<file path="config.mk">
export PLATFORM = sky130hd
export DESIGN_NAME = trap_ctl
export DESIGN_NICKNAME = d
export VERILOG_FILES = /design/src/rtl/trap_ctl_pkg.sv /design/src/rtl/trap_csr.sv /design/src/rtl/trap_ctl.sv
export SDC_FILE = /design/constraint.sdc
export NUM_CORES = 2
export LEC_CHECK = 0
export CORE_UTILIZATION = 55
export DETAILED_ROUTE_END_ITERATION = 7
export GPL_ROUTABILITY_DRIVEN = 0
export MAX_ROUTING_LAYER = met4
export PLACE_DENSITY = 0.76
export SYNTH_ARGS = -nofsm -noshare
export SYNTH_HDL_FRONTEND = slang
export SYNTH_HIERARCHICAL = 1
export SYNTH_SLANG_ARGS = --single-unit
</file>
<file path="constraint.sdc">
create_clock -name clk -period 4.25 [get_ports clk]
set_input_delay 0.6375 -clock clk [delete_from_list [all_inputs] [get_ports clk]]
set_output_delay 0.6375 -clock clk [all_outputs]
set_load 0.03 [all_outputs]
</file>
<file path="src/rtl/trap_ctl_pkg.sv">
// Shared constants for the trap controller: CSR map, causes,
// privilege encodings, mstatus layout and FSM state encoding.
package trap_ctl_pkg;

    localparam logic [11:0] CSR_SSTATUS = 12'h100;
    localparam logic [11:0] CSR_STVEC   = 12'h105;
    localparam logic [11:0] CSR_SEPC    = 12'h141;
    localparam logic [11:0] CSR_SCAUSE  = 12'h142;
    localparam logic [11:0] CSR_STVAL   = 12'h143;
    localparam logic [11:0] CSR_MSTATUS = 12'h300;
    localparam logic [11:0] CSR_MEDELEG = 12'h302;
    localparam logic [11:0] CSR_MTVEC   = 12'h305;
    localparam logic [11:0] CSR_MEPC    = 12'h341;
    localparam logic [11:0] CSR_MCAUSE  = 12'h342;
    localparam logic [11:0] CSR_MTVAL   = 12'h343;

    localparam int unsigned CAUSE_ILLEGAL = 2;
    localparam int unsigned CAUSE_BREAK   = 3;
    localparam int unsigned CAUSE_ECALL_U = 8;
    localparam int unsigned CAUSE_ECALL_S = 9;
    localparam int unsigned CAUSE_ECALL_M = 11;

    localparam logic [1:0] PRIV_U = 2'b00;
    localparam logic [1:0] PRIV_S = 2'b01;
    localparam logic [1:0] PRIV_M = 2'b11;

    localparam int MS_SIE  = 1;
    localparam int MS_MIE  = 3;
    localparam int MS_SPIE = 5;
    localparam int MS_MPIE = 7;
    localparam int MS_SPP  = 8;
    localparam int MS_MPP  = 11;

    typedef enum logic [1:0] {
        ST_IDLE,
        ST_TRAP,
        ST_RET,
        ST_FLUSH
    } state_e;

endpackage

</file>
<file path="src/rtl/trap_csr.sv">
// M/S trap CSR storage: software writes, trap/return side effects
// and the combinational read mux.
module trap_csr
    import trap_ctl_pkg::*;
#(
    parameter int          XLEN      = 64,
    parameter logic [63:0] MTVEC_RST = 64'h0000_0000_8000_0000
) (
    input  logic            clk,
    input  logic            rst,
    input  logic [11:0]     csr_addr_i,
    input  logic            csr_we_i,
    input  logic [XLEN-1:0] csr_wdata_i,
    output logic [XLEN-1:0] csr_rdata_o,
    output logic            csr_hit_o,
    input  logic            ev_mtrap_i,
    input  logic            ev_strap_i,
    input  logic            ev_mret_i,
    input  logic            ev_sret_i,
    input  logic [XLEN-1:0] tr_cause_i,
    input  logic [XLEN-1:0] tr_val_i,
    input  logic [XLEN-1:0] tr_pc_i,
    input  logic [1:0]      cur_priv_i,
    output logic [XLEN-1:0] mtvec_o,
    output logic [XLEN-1:0] stvec_o,
    output logic [XLEN-1:0] mepc_o,
    output logic [XLEN-1:0] sepc_o,
    output logic [15:0]     medeleg_o,
    output logic [1:0]      mpp_o,
    output logic            spp_o
);

    logic [XLEN-1:0] mepc_q, mcause_q, mtval_q, mtvec_q;
    logic [XLEN-1:0] sepc_q, scause_q, stval_q, stvec_q;
    logic [15:0]     medeleg_q;
    logic            mie_q, mpie_q, sie_q, spie_q, spp_q;
    logic [1:0]      mpp_q;
    logic [XLEN-1:0] epc_mask, wpc, tpc, mstatus, sstatus;

    assign epc_mask = ~XLEN'(1);
    assign wpc      = csr_wdata_i & epc_mask;
    assign tpc      = tr_pc_i & epc_mask;

    always_ff @(posedge clk) begin
        if (rst) begin
            mepc_q    <= '0;
            mcause_q  <= '0;
            mtval_q   <= '0;
            mtvec_q   <= XLEN'(MTVEC_RST);
            sepc_q    <= '0;
            scause_q  <= '0;
            stval_q   <= '0;
            stvec_q   <= '0;
            medeleg_q <= '0;
            mie_q     <= 1'b0;
            mpie_q    <= 1'b0;
            mpp_q     <= 2'b00;
            sie_q     <= 1'b0;
            spie_q    <= 1'b0;
            spp_q     <= 1'b0;
        end else begin
            if (csr_we_i) begin
                case (csr_addr_i)
                    CSR_MSTATUS: begin
                        mie_q  <= csr_wdata_i[MS_MIE];
                        mpie_q <= csr_wdata_i[MS_MPIE];
                        mpp_q  <= csr_wdata_i[MS_MPP+1:MS_MPP];
                        sie_q  <= csr_wdata_i[MS_SIE];
                        spie_q <= csr_wdata_i[MS_SPIE];
                        spp_q  <= csr_wdata_i[MS_SPP];
                    end
                    CSR_SSTATUS: begin
                        sie_q  <= csr_wdata_i[MS_SIE];
                        spie_q <= csr_wdata_i[MS_SPIE];
                        spp_q  <= csr_wdata_i[MS_SPP];
                    end
                    CSR_MEDELEG: medeleg_q <= csr_wdata_i[15:0] & 16'hF7FF;
                    CSR_MTVEC:   mtvec_q   <= csr_wdata_i;
                    CSR_MEPC:    mepc_q    <= wpc;
                    CSR_MCAUSE:  mcause_q  <= csr_wdata_i;
                    CSR_MTVAL:   mtval_q   <= csr_wdata_i;
                    CSR_STVEC:   stvec_q   <= csr_wdata_i;
                    CSR_SEPC:    sepc_q    <= wpc;
                    CSR_SCAUSE:  scause_q  <= csr_wdata_i;
                    CSR_STVAL:   stval_q   <= csr_wdata_i;
                    default: ;
                endcase
            end
            if (ev_mtrap_i) begin
                mepc_q   <= tpc;
                mcause_q <= tr_cause_i;
                mtval_q  <= tr_val_i;
                mpie_q   <= mie_q;
                mie_q    <= 1'b0;
                mpp_q    <= cur_priv_i;
            end
            if (ev_strap_i) begin
                sepc_q   <= tpc;
                scause_q <= tr_cause_i;
                stval_q  <= tr_val_i;
                spie_q   <= sie_q;
                sie_q    <= 1'b0;
                spp_q    <= cur_priv_i[0];
            end
            if (ev_mret_i) begin
                mie_q  <= mpie_q;
                mpie_q <= 1'b1;
                mpp_q  <= PRIV_U;
            end
            if (ev_sret_i) begin
                sie_q  <= spie_q;
                spie_q <= 1'b1;
                spp_q  <= 1'b0;
            end
        end
    end

    always_comb begin
        sstatus          = '0;
        sstatus[MS_SIE]  = sie_q;
        sstatus[MS_SPIE] = spie_q;
        sstatus[MS_SPP]  = spp_q;
        mstatus          = sstatus;
        mstatus[MS_MIE]  = mie_q;
        mstatus[MS_MPIE] = mpie_q;
        mstatus[MS_MPP+1:MS_MPP] = mpp_q;
    end

    always_comb begin
        csr_rdata_o = '0;
        csr_hit_o   = 1'b1;
        case (csr_addr_i)
            CSR_MSTATUS: csr_rdata_o = mstatus;
            CSR_MEDELEG: csr_rdata_o = XLEN'(medeleg_q);
            CSR_MTVEC:   csr_rdata_o = mtvec_q;
            CSR_MEPC:    csr_rdata_o = mepc_q;
            CSR_MCAUSE:  csr_rdata_o = mcause_q;
            CSR_MTVAL:   csr_rdata_o = mtval_q;
            CSR_SSTATUS: csr_rdata_o = sstatus;
            CSR_STVEC:   csr_rdata_o = stvec_q;
            CSR_SEPC:    csr_rdata_o = sepc_q;
            CSR_SCAUSE:  csr_rdata_o = scause_q;
            CSR_STVAL:   csr_rdata_o = stval_q;
            default:     csr_hit_o   = 1'b0;
        endcase
    end

    assign mtvec_o   = mtvec_q;
    assign stvec_o   = stvec_q;
    assign mepc_o    = mepc_q;
    assign sepc_o    = sepc_q;
    assign medeleg_o = medeleg_q;
    assign mpp_o     = mpp_q;
    assign spp_o     = spp_q;

endmodule

</file>
<file path="src/rtl/trap_ctl.sv">
// Trap commit controller: accepts exception/xRET requests from MEM,
// switches privilege, and issues a flush plus redirect PC.
module trap_ctl
    import trap_ctl_pkg::*;
#(
    parameter int          XLEN      = 64,
    parameter logic [63:0] MTVEC_RST = 64'h0000_0000_8000_0000
) (
    input  logic            clk,
    input  logic            rst,
    input  logic            exc,
    input  logic [XLEN-1:0] exc_cause,
    input  logic [XLEN-1:0] exc_val,
    input  logic [XLEN-1:0] exc_pc,
    input  logic            mret,
    input  logic            sret,
    input  logic            stall_mem,
    input  logic [11:0]     csr_addr,
    input  logic            csr_we,
    input  logic [XLEN-1:0] csr_wdata,
    output logic [XLEN-1:0] csr_rdata,
    output logic            csr_hit,
    output logic [1:0]      priv,
    output logic            t_busy,
    output logic            t_flush,
    output logic [XLEN-1:0] t_pc
);

    state_e          state_q, state_d;
    logic [XLEN-1:0] cause_q, cause_d, val_q, val_d, pc_q, pc_d;
    logic [XLEN-1:0] tpc_q, tpc_d;
    logic [1:0]      priv_q, priv_d;
    logic            retm_q, retm_d;
    logic            accept, del;
    logic            ev_mtrap, ev_strap, ev_mret, ev_sret;
    logic [XLEN-1:0] mtvec, stvec, mepc, sepc, vmask;
    logic [15:0]     medeleg;
    logic [1:0]      mpp;
    logic            spp;

    assign vmask = ~XLEN'(3);

    // Only standard synchronous causes below 16 can be delegated.
    assign del = (priv_q != PRIV_M) && (cause_q[XLEN-1:4] == '0)
               && medeleg[cause_q[3:0]];

    always_ff @(posedge clk) begin
        if (rst) begin
            state_q <= ST_IDLE;
            cause_q <= '0;
            val_q   <= '0;
            pc_q    <= '0;
            tpc_q   <= '0;
            priv_q  <= PRIV_M;
            retm_q  <= 1'b0;
        end else begin
            state_q <= state_d;
            cause_q <= cause_d;
            val_q   <= val_d;
            pc_q    <= pc_d;
            tpc_q   <= tpc_d;
            priv_q  <= priv_d;
            retm_q  <= retm_d;
        end
    end

    always_comb begin
        state_d  = state_q;
        cause_d  = cause_q;
        val_d    = val_q;
        pc_d     = pc_q;
        tpc_d    = tpc_q;
        priv_d   = priv_q;
        retm_d   = retm_q;
        accept   = 1'b0;
        ev_mtrap = 1'b0;
        ev_strap = 1'b0;
        ev_mret  = 1'b0;
        ev_sret  = 1'b0;
        unique case (state_q)
            ST_IDLE: begin
                if (!stall_mem && (exc || mret || sret)) begin
                    accept  = 1'b1;
                    pc_d    = exc_pc;
                    state_d = ST_TRAP;
                    if (exc) begin
                        cause_d = exc_cause;
                        val_d   = exc_val;
                    end else if ((mret && priv_q != PRIV_M)
                              || (!mret && priv_q == PRIV_U)) begin
                        cause_d = XLEN'(CAUSE_ILLEGAL);
                        val_d   = '0;
                    end else begin
                        retm_d  = mret;
                        state_d = ST_RET;
                    end
                end
            end
            ST_TRAP: begin
                ev_strap = del;
                ev_mtrap = !del;
                priv_d   = del ? PRIV_S : PRIV_M;
                tpc_d    = (del ? stvec : mtvec) & vmask;
                state_d  = ST_FLUSH;
            end
            ST_RET: begin
                ev_mret = retm_q;
                ev_sret = !retm_q;
                if (retm_q) begin
                    priv_d = (mpp == 2'b10) ? PRIV_U : mpp;
                    tpc_d  = mepc;
                end else begin
                    priv_d = {1'b0, spp};
                    tpc_d  = sepc;
                end
                state_d = ST_FLUSH;
            end
            ST_FLUSH: state_d = ST_IDLE;
            default:  state_d = ST_IDLE;
        endcase
    end

    trap_csr #(
        .XLEN      (XLEN),
        .MTVEC_RST (MTVEC_RST)
    ) u_csr (
        .clk         (clk),
        .rst         (rst),
        .csr_addr_i  (csr_addr),
        .csr_we_i    (csr_we && state_q == ST_IDLE && !accept),
        .csr_wdata_i (csr_wdata),
        .csr_rdata_o (csr_rdata),
        .csr_hit_o   (csr_hit),
        .ev_mtrap_i  (ev_mtrap),
        .ev_strap_i  (ev_strap),
        .ev_mret_i   (ev_mret),
        .ev_sret_i   (ev_sret),
        .tr_cause_i  (cause_q),
        .tr_val_i    (val_q),
        .tr_pc_i     (pc_q),
        .cur_priv_i  (priv_q),
        .mtvec_o     (mtvec),
        .stvec_o     (stvec),
        .mepc_o      (mepc),
        .sepc_o      (sepc),
        .medeleg_o   (medeleg),
        .mpp_o       (mpp),
        .spp_o       (spp)
    );

    assign priv    = priv_q;
    assign t_busy  = (state_q != ST_IDLE);
    assign t_flush = (state_q == ST_FLUSH);
    assign t_pc    = tpc_q;

endmodule

</file>
=== After elaboration in Yosys (flattened, before gate mapping) ===
Index checks and enable logic that the tools add are counted.

* Bits in registers: 793
* Word-level logic and storage cells: 163
* Output and inout bits: 133

* Bitwise gates (word level): 2
* Eq/ne operators: 17
* $lt $le $gt $ge: 1
* Reductions and logical operators: 56
* Mux-type cells: 65

{| class="wikitable"
|+ Operator list
! operator !! number
|-
| 64-bit two-way mux || 24
|-
| 64-bit case mux with 11 select lines || 1
|-
| 64-bit case mux with 2 select lines || 1
|-
| 12-bit by 10-bit equality test with 1-bit output, second input constant || 6
|-
| 12-bit by 9-bit equality test with 1-bit output, second input constant || 5
|-
| 60-bit logical NOT || 1
|-
| 2-bit AND reduction || 14
|-
| 1-bit two-way mux || 27
|-
| 2-bit nonzero test || 13
|-
| 2-bit two-way mux || 9
|-
| 3-bit nonzero test || 4
|-
| 11-bit OR reduction || 1
|-
| 2-bit OR reduction || 4
|-
| 1-bit logical AND || 7
|-
| 2-bit equality test, second input constant || 3
|-
| 2-bit case mux with 3 select lines || 1
|-
| 1-bit logical NOT || 5
|-
| 4-bit by 5-bit less-than comparator with 1-bit output, second input constant || 1
|-
| 1-bit binary-select mux with 4-bit select || 1
|-
| 2-bit logical NOT || 2
|-
| 2-bit != test, second input constant || 2
|-
| 2-bit case mux with 2 select lines || 1
|-
| 4-bit AND reduction || 1
|-
| 1-bit logical OR || 3
|-
| 3 further kinds || 4
|}

=== Logic depth before layout (Yosys ltp) ===
* Depth after elaboration: 10
* Mapped depth: 14

=== By module ===
The synthesis kept the hierarchy.

{| class="wikitable"
|+ Modules (own cells, without submodules)
! module !! times used !! cells each !! area each (sq um)
|-
| trap_csr || 1 || 3061 || 26212.6
|-
| trap_ctl || 1 || 1497 || 12548.3
|}

=== Worst setup path after synthesis ===
OpenSTA, ideal clock, no wires.

* Kind: input port to output port
* From: in csr_addr[1]
* To: out csr_rdata[7]
* Slack: 0.590 ns
* Buffers on the path: 3
* Stages on the path: 6
* Arrival time: 3.022 ns
* Required time: 3.612 ns
* Cell sequence: clkbuf_1 > clkbuf_1 > buf_1 > a22o_1 > a21oi_1 > o311ai_0

* Cells in the longest elaborated chain, start to end: 2
* Elaborated cells on any way between the ends: 12
* Classes of those cells: 11 x eq/ne; 1 x mux

{| class="wikitable"
|+ Ends and longest elaborated chain
! item !! line !! source
|-
| from (decl) || trap_ctl.sv:18 || <nowiki>input logic [11:0] csr_addr,</nowiki>
|-
| 12-bit by 9-bit equality test with 1-bit output or 12-bit by 10-bit equality test with 1-bit output (tied branches) || trap_csr.sv:132 || <nowiki>case (csr_addr_i)</nowiki>
|-
| 64-bit case mux with 11 select lines * || trap_csr.sv:132 ||
|-
| to (decl) || trap_ctl.sv:21 || <nowiki>output logic [XLEN-1:0] csr_rdata,</nowiki>
|}

Every way passes the cells marked *; elsewhere a longest branch is shown, timed or not.

=== Worst setup path after layout ===
* From: in csr_addr[5]
* To: out csr_rdata[42]

The elaborated chain is that of the path after synthesis.

==> run metrics <==
max cap viols=0; chip width=267 um; CTS HTree Levels=3; WL per Instance=26.3 um; min Tclk post-route=4.05 ns; Clk Latency, worst-skew pair=0.65 ns; most common cell after layout, fill and taps aside=dfxtp_1; setup TNS=0 ns; fmax=0.247 GHz; largest net degree at the start of global routing=126; period utilization=95.4%; HP Class=flop to flop; Worst-Margin Slew=1.24 ns; Residual DRC=6; Via Count=39253; commonest cells after routing, fill and taps aside=dfxtp_1, nor2_1, nand2_1; Yosys warnings=6; drt pass-1 iters=8; PnR worst setup slack=around 0.2 ns; fill cell count=5635; synth-to-layout area growth=20.2%; hold_ws=0.453 ns; Cells after Synth=4554; RSZ-0062 raised after global routing=false; CP startpoint kind=input pin; Setup crit end kind=output pin; Crit Path Class=input pin to output pin; hpwl dp=just over 90000 um; Iteration-0 DRC Markers=5815; vias in the first global route=36743; LEAKAGE=0.0158 uW; Final ANT Viol Nets=0; Sw Ratio=35.6%; Gate power share=30.3%; # IOs=408; first-pass GRT wire length=about 220000 um; Post-Route WL=150000 um; Initial Util=56.0%; routed vias/inst=6.90; post-cts sizing count=0; Chip Height=between 200 and 300 um; switching power=8720 uW; post-layout util=between 60% and 70%; Cell Count Post-Placement=5523; Post-CTS Hold Buffers=0; clock power share=31.2%; Pint=15800 uW; Core ar.=approximately 69000 um2; Final Setup Violations=0; TritonCTS clock tree=built; Clk pin slew, worst setup/hold paths=~0.06 ns; pre-CTS worst setup slack=0.284 ns; remaining global-route overflow=0; total track usage=41.8%; initial antenna violation count=11; Seq pwr share=38.6%; post-layout instance count excluding filler cells=5685; fin. max-slew vios=0; Rel. slew slack=around 17%; CTS max path bufs=3; Seq. cell area=15900 um2; row count=96; layout cells sized above 1=11.8%; PD cells=526 nW/um2; setup bufs post-CTS=0; PortBufs=406; Layout Nets=4956; area of the multi-input gates=slightly above 20000 um2; VDD IR max=0.455 mV; violated checks=design-rule violations; Syn Std Cell Area=38700 um2; Clock Sinks=~790; Mean Syn Cell Area=8.50 um2; WP data arrival=roughly 3.4 ns; Clock Skew=about 0.026 ns; status=finished with violations; maximum fanout along the worst path=31; hold violation count in the final report=0; CTS root buf=clkbuf_16; DIE AREA=71500 um2; CP Data Required Time=3.61 ns; TritonCTS Buffers=83
routing by layer:
metal	track usage (%)	part of all wire, %	routed length (um)
met3	9.76	13	18900
met2	61.3	43	65000
met1	52.6	38	56400
met4	24.3	6.2	9300
met5	-	0	0
power by group through the flow:
stage / logic (uW) / registers [uW] / clock network, uW
floorplan: 4580 / 9490 / 0
global placement: 7030 / 9520 / 0
detailed placement: 7190 / 9550 / 0
CTS: 7240 / 9390 / 7630
global route: 7910 / 9530 / 7910
finish: 7410 / 9450 / 7640
path summary, 6_finish.rpt:
path / startpoint / to / slack, ns / depth (start not counted)
worst max-delay path: csr_addr[5] / csr_rdata[42] / 0.20 / 8
worst min-delay path: u_csr/mtvec_o[0] / u_csr/mtvec_o[0] / 0.45 / 2
worst max register to register: cause_q[2] / u_csr/sepc_o[17] / 0.45 / 9
worst min register to register: u_csr/mtvec_o[0] / u_csr/mtvec_o[0] / 0.45 / 2
registers in the layout (all words and copies together) (netlist names), 64 cells and up:
name / cells
cause_q: 64
t_pc: 64
u_csr/mcause_q: 64
u_csr/mtval_q: 64
u_csr/mtvec_o: 64
u_csr/scause_q: 64
u_csr/stval_q: 64
u_csr/stvec_o: 64
val_q: 64
critical path, stage by stage:
cell and delay (ns):
clkdlybuf4s50_1 0.48, or4_1 0.77, nor4_4 0.38, buf_12 0.32
buf_4 0.32, a22oi_1 0.12, nand2_1 0.17, buf_4 0.19
stage by stage:
step | cell area [um2] | total power (uW)
2_1_floorplan | 38700 | 14100
3_3_place_gp | 43700 | 16500
3_5_place_dp | 43700 | 16700
4_1_cts | 46500 | 24300
5_1_grt | 46500 | 25400
6_report | 46500 | 24500
final cells by class:
cell class / count / share of cell area [%]
multi-input combinational: 3192 / 44.4
antenna: 13 / 0.0699
tap: 931 / 2.50
sequential: 792 / 34.1
clock inverter: 26 / 0.758
inverter: 75 / 0.616
clock buffer: 123 / 5.30
timing repair buffer: 533 / 12.2
(Power assumes the default switching activity.)
